[src/rtl/fifo_pkg.sv]
// Shared FIFO types: sticky error flag bundle and sizing limits.
package fifo_pkg;

    localparam int unsigned FIFO_MIN_DEPTH = 2;

    typedef struct packed {
        logic overflow;
        logic underflow;
    } fifo_err_t;

endpackage

[src/rtl/fifo_v4.sv]
// Synchronous flop-array FIFO with optional fall-through, runtime almost-full/empty
// thresholds and sticky overflow/underflow flags.
module fifo_v4
    import fifo_pkg::*;
#(
    parameter bit          FALL_THROUGH = 1'b0,
    parameter int unsigned DATA_WIDTH   = 32,
    parameter int unsigned DEPTH        = 8,
    parameter type         dtype        = logic [DATA_WIDTH-1:0],
    parameter int unsigned ADDR_DEPTH   = $clog2(DEPTH),
    parameter int unsigned CNT_WIDTH    = $clog2(DEPTH + 1)
) (
    input  logic                 clk_i,
    input  logic                 rst_ni,
    input  logic                 flush_i,
    input  logic                 testmode_i,
    input  logic [CNT_WIDTH-1:0] alm_full_th_i,
    input  logic [CNT_WIDTH-1:0] alm_empty_th_i,
    output logic                 full_o,
    output logic                 empty_o,
    output logic                 alm_full_o,
    output logic                 alm_empty_o,
    output logic [CNT_WIDTH-1:0] usage_o,
    output logic                 overflow_o,
    output logic                 underflow_o,
    input  logic                 err_clr_i,
    input  dtype                 data_i,
    input  logic                 push_i,
    output dtype                 data_o,
    input  logic                 pop_i
);

    localparam logic [ADDR_DEPTH-1:0] LAST_PTR = ADDR_DEPTH'(DEPTH - 1);
    localparam logic [CNT_WIDTH-1:0]  FULL_CNT = CNT_WIDTH'(DEPTH);

    logic [ADDR_DEPTH-1:0] wptr_q, wptr_d;
    logic [ADDR_DEPTH-1:0] rptr_q, rptr_d;
    logic [CNT_WIDTH-1:0]  usage_q, usage_d;
    fifo_err_t             err_q, err_d;
    dtype                  mem_q [DEPTH];

    logic full, empty, bypass;
    logic push_acc, pop_acc;
    logic ovf_evt, unf_evt;
    logic unused_testmode;

    assign unused_testmode = testmode_i;

    function automatic logic [ADDR_DEPTH-1:0] ptr_inc(input logic [ADDR_DEPTH-1:0] p);
        return (p == LAST_PTR) ? '0 : p + ADDR_DEPTH'(1);
    endfunction

    assign full  = (usage_q == FULL_CNT);
    assign empty = (usage_q == '0);

    // Fall-through push+pop on an empty FIFO passes straight through without touching storage.
    assign bypass   = FALL_THROUGH && empty && push_i && pop_i;
    assign push_acc = push_i && !full && !bypass;
    assign pop_acc  = pop_i && !empty;
    assign ovf_evt  = push_i && full;
    assign unf_evt  = pop_i && empty && !bypass;

    always_comb begin
        wptr_d  = wptr_q;
        rptr_d  = rptr_q;
        usage_d = usage_q;
        err_d   = err_q;
        if (err_clr_i) begin
            err_d = '0;
        end
        if (flush_i) begin
            wptr_d  = '0;
            rptr_d  = '0;
            usage_d = '0;
        end else begin
            if (push_acc) wptr_d = ptr_inc(wptr_q);
            if (pop_acc)  rptr_d = ptr_inc(rptr_q);
            if (push_acc && !pop_acc) begin
                usage_d = usage_q + CNT_WIDTH'(1);
            end else if (!push_acc && pop_acc) begin
                usage_d = usage_q - CNT_WIDTH'(1);
            end
            // New error events win over a same-cycle clear.
            if (ovf_evt) err_d.overflow  = 1'b1;
            if (unf_evt) err_d.underflow = 1'b1;
        end
    end

    always_ff @(posedge clk_i or negedge rst_ni) begin
        if (!rst_ni) begin
            wptr_q  <= '0;
            rptr_q  <= '0;
            usage_q <= '0;
            err_q   <= '0;
        end else begin
            wptr_q  <= wptr_d;
            rptr_q  <= rptr_d;
            usage_q <= usage_d;
            err_q   <= err_d;
        end
    end

    always_ff @(posedge clk_i or negedge rst_ni) begin
        if (!rst_ni) begin
            for (int i = 0; i < int'(DEPTH); i++) begin
                mem_q[i] <= '0;
            end
        end else if (push_acc && !flush_i) begin
            mem_q[wptr_q] <= data_i;
        end
    end

    assign usage_o     = usage_q;
    assign full_o      = full;
    assign empty_o     = empty;
    assign overflow_o  = err_q.overflow;
    assign underflow_o = err_q.underflow;
    assign alm_full_o  = (usage_q >= alm_full_th_i);
    assign alm_empty_o = (usage_q <= alm_empty_th_i);
    assign data_o      = (FALL_THROUGH && empty) ? data_i : mem_q[rptr_q];

    a_depth_min: assert property (@(posedge clk_i) DEPTH >= FIFO_MIN_DEPTH);
    a_no_push_full: assert property (@(posedge clk_i) disable iff (!rst_ni) !(push_acc && full));
    a_no_pop_empty: assert property (@(posedge clk_i) disable iff (!rst_ni) !(pop_acc && empty));

endmodule

[config.mk]
export PLATFORM = sky130hd
export DESIGN_NAME = fifo_v4
export DESIGN_NICKNAME = d
export VERILOG_FILES = /design/src/rtl/fifo_pkg.sv /design/src/rtl/fifo_v4.sv
export SDC_FILE = /design/constraint.sdc
export NUM_CORES = 1
export LEC_CHECK = 0
export ABC_AREA = 1
export CORE_MARGIN = 1.5
export CORE_UTILIZATION = 43
export CTS_CLUSTER_DIAMETER = 120
export DETAILED_ROUTE_END_ITERATION = 6
export PLACE_DENSITY_LB_ADDON = 0.08
export SLEW_MARGIN = 20
export SYNTH_ARGS = -nofsm -noshare
export SYNTH_HDL_FRONTEND = slang
export SYNTH_SLANG_ARGS = --single-unit
[constraint.sdc]
create_clock -name clk_i -period 2.5 [get_ports clk_i]
set_clock_uncertainty 0.15 [all_clocks]
set_input_delay 0.5 -clock clk_i [delete_from_list [all_inputs] [get_ports clk_i]]
set_output_delay 0.5 -clock clk_i [all_outputs]
set_load 0.02 [all_outputs]
==> results.cfg <==
[final_layout]
mostFrequentLayoutCells = nand2_1 (279), dfrtp_1 (266), nor2_1 (205)
area_growth_pct = 24.9
final_common_cell = nand2_1
fill_cells = 2759
final_area_um2 = 16300
register_area_um2 = 6710
final_core_util_pct = 54.8
antenna_cells = 0
multiInputGateArea_um2 = 5590
fin_nets = 1625
drive_gt1_share_pct = 24.4

[worst_setup_path]
cpMostUsedCell = buf_12
crit_cells = 7
cp-endpoint = data_o[2]
reg2reg_to = rptr_q[0]$_DFFE_PN0P_
reg2reg_depth = 10
path_class = flop to output pin
startpoint = rptr_q[0]$_DFFE_PN0P_
critPathLaunchType = flop
rr_startpoint = rptr_q[0]$_DFFE_PN0P_
cp.required_ns = 1.85
crit_slowest_cell = dfrtp_4
path_buf_inv = 3
path_delay_family = flip-flops
end_kind = output pin
cp_max_fo = 10
path_cells = buf_12 -> buf_12 -> o21ai_0 -> o22ai_1 -> nor2_1 -> a31oi_1 -> buf_4
worstPathArrival_ns = 2.19
reg2reg_slack_ns = 0.10
cp_slowest_stage_delay_ns = 0.54

[logic_synthesis]
synth.area.top_cells = dfrtp_1 (51%), o21ai_2 (9.6%), nand2_1 (8.0%), nor2_1 (6.6%), o21ai_0 (6.5%)
yosysTopAreaCellShare_pct = 51.5
avgSynthCellArea_um2 = 9.02
synth_nets = 1507
synth_top_cell_by_area = dfrtp_1
synth_seq_cells = 268
yosysSeqAreaShare_pct = 51.5
syn-cell-area_um2 = 13000
yosysWarnings = 0
synth.distinct_cells = 32
syn_inst = 1445

[floorplan]
rows = 63
coreArea_um2 = 29700
die_w_um = 177
die_h_um = 177
initial_core_util_pct = 43.9
io_pins = 89
die-area_um2 = 31400

[sta]
finalHoldViolations = 0
setup_violations = 33
grt_setup_unrepaired = yes
fmax_ghz = 0.353
fin_crit_ns = 2.84
slew_headroom_pct = 65.6
worst-slew-pin-transition_ns = 0.515
setup_slack_ns = -0.336
timing.final.max_slew_violations = 0
finalSetupTns_ns = -8.52
hold_slack_ns = 0.324
min_period_over_period_pct = 113

[clock_network]
htreeDepth = 1
path_clk_slew_ns = 0.06
clock_tree.root_cell = clkbuf_16
worstSkewPairLatency_ns = 0.56
cts.path.max_buffers = 3
clock_sinks = 268
cts_tree = done
cts_buffers = 31

[power]
cellPowerDensity_nw_per_um2 = 1150
ir_drop_uv = 621
leakagePower_nw = 7.52

[placed_design]
place.gp.congestion = 0.780
placed_cell_area_um2 = 14600
dp_slack_ns = -0.498
hpwl_um = 19700
port_buffers = 87

[global_routing]
grt_use_total_pct = 22.5
antenna_found_initial = 0
grt_overflow_total = 0
grt_pass1_vias = 10088
grt_pass1_wl_um = 56100
grt_max_degree = 63

[outcome]
failed_checks = negative setup slack
status = complete, but fails checks

[route]
first_pass_iters = 7
vias = 10284
post_drt_via_cell_ratio = 5.20
routed_wl_um = 34000
drc = 0
routedWlPerCell_um = 17.2
drt_iter0_markers = 659
detail-route-antenna-nets = 0

[job]
max_cap_viol_count = 0

[hold_path]
holdCritPathClass = input pin to asynchronous set/reset pin
==> worst reg2reg max path, cell delays in order, from the launching register on <==
cell	delay, ns
dfrtp_4	0.57
buf_16	0.19
buf_8	0.14
buf_16	0.14
buf_4	0.14
buf_4	0.13
ha_1	0.19
ha_1	0.19
nor4_2	0.28
nand2_1	0.08
o21ai_0	0.11
==> how the worst min path moves through the flow <==
stage / from / end / cells after the start
final: rst_ni / usage_o[1]$_DFFE_PN0P_ / 2
after global routing: mem_q[174]$_DFFE_PN0P_ / mem_q[174]$_DFFE_PN0P_ / 2
after CTS: rst_ni / usage_o[1]$_DFFE_PN0P_ / 2
after detailed placement: mem_q[91]$_DFFE_PN0P_ / mem_q[91]$_DFFE_PN0P_ / 2
after global placement: mem_q[130]$_DFFE_PN0P_ / mem_q[130]$_DFFE_PN0P_ / 2
after floorplan: rst_ni / mem_q[0]$_DFFE_PN0P_ / 0
==> per-stage QoR <==
step           instances  power [mW]
2_1_floorplan       1445        10.4
3_3_place_gp        1893        13.2
3_5_place_dp        1893        13.3
4_1_cts             1976        18.5
5_1_grt             1977        19.9
6_report            1977        18.6
==> synthesized netlist by cell type <==
master / n
nand2_1: 279
dfrtp_1: 268
nor2_1: 228
o21ai_0: 168
o21ai_2: 143
o21ai_1: 83
inv_1: 55
buf_6: 42
clkbuf_1: 41
a31oi_1: 32
o22ai_1: 32
buf_2: 14
ha_1: 14
nand3_1: 10
nand4_4: 8
a21oi_1: 6
inv_2: 3
buf_4: 2
nand2_4: 2
nor2_4: 2
o32ai_1: 2
buf_1: 1
buf_12: 1
clkinv_1: 1
fa_1: 1
inv_4: 1
nand3b_1: 1
nand4_1: 1
nor2_2: 1
nor4_1: 1
o211ai_1: 1
xor2_1: 1
==> flip-flops by register name, summed over array words and instances, names as in the netlist <==
| name | cells |
|---|---|
| rptr_q | 3 |
| overflow_o | 1 |
| wptr_q | 3 |
| mem_q | 256 |
| usage_o | 4 |
| underflow_o | 1 |
==> metal layers <==
metal  GRT usage (%)  share of wire [%]  up-vias
met5               0                  0        -
met2            36.5                 46      168
li1                -                  -     5127
met3            2.45                3.5       48
met1            32.6                 49     4941
met4            4.94                1.8        0
==> logic make-up (layout without fill, tap and decap cells) <==
kind of cell / count (synthesis) / after routing / share of synthesized area, %
AND/OR/NAND/NOR: 533 / 533 / 16.8
AO/OA/AOI/OAI: 467 / 467 / 22.7
flip-flops: 268 / 268 / 51.5
buffers and inverters: 161 / 303 / 7.39
adder cells (fa/ha/maj): 15 / 15 / 1.50
XOR/XNOR: 1 / 1 / 0.0672
==> final cells by class <==
class                           instances  area share (%)
Clock buffer                           51            5.72
Multi-Input combinational cell       1016            34.3
Inverter                               60            1.49
Clock inverter                          6           0.377
Tap cell                              390            3.00
Sequential cell                       268            41.2
Timing Repair Buffer                  186            13.9
==> power breakdown <==
group          total, mW  internal, mW  leakage, nW  switching, mW
clock               4.40          2.62        0.484           1.78
combinational       8.06          3.75         3.46           4.31
sequential          6.18          5.50         3.57          0.684
==> timing repair <==
| item | CTS | global route |
|---|---|---|
| gates resized for setup | 285 | 60 |
| hold buffers | 1 | 0 |
| gates cloned | 12 | 0 |
| endpoints found under the setup margin | 36 | 39 |
| setup buffers | 15 | 1 |
| endpoints found under the hold margin | 55 | 0 |
| pin swaps | 44 | 21 |
No activity file was read; power rests on OpenSTA's default activity.
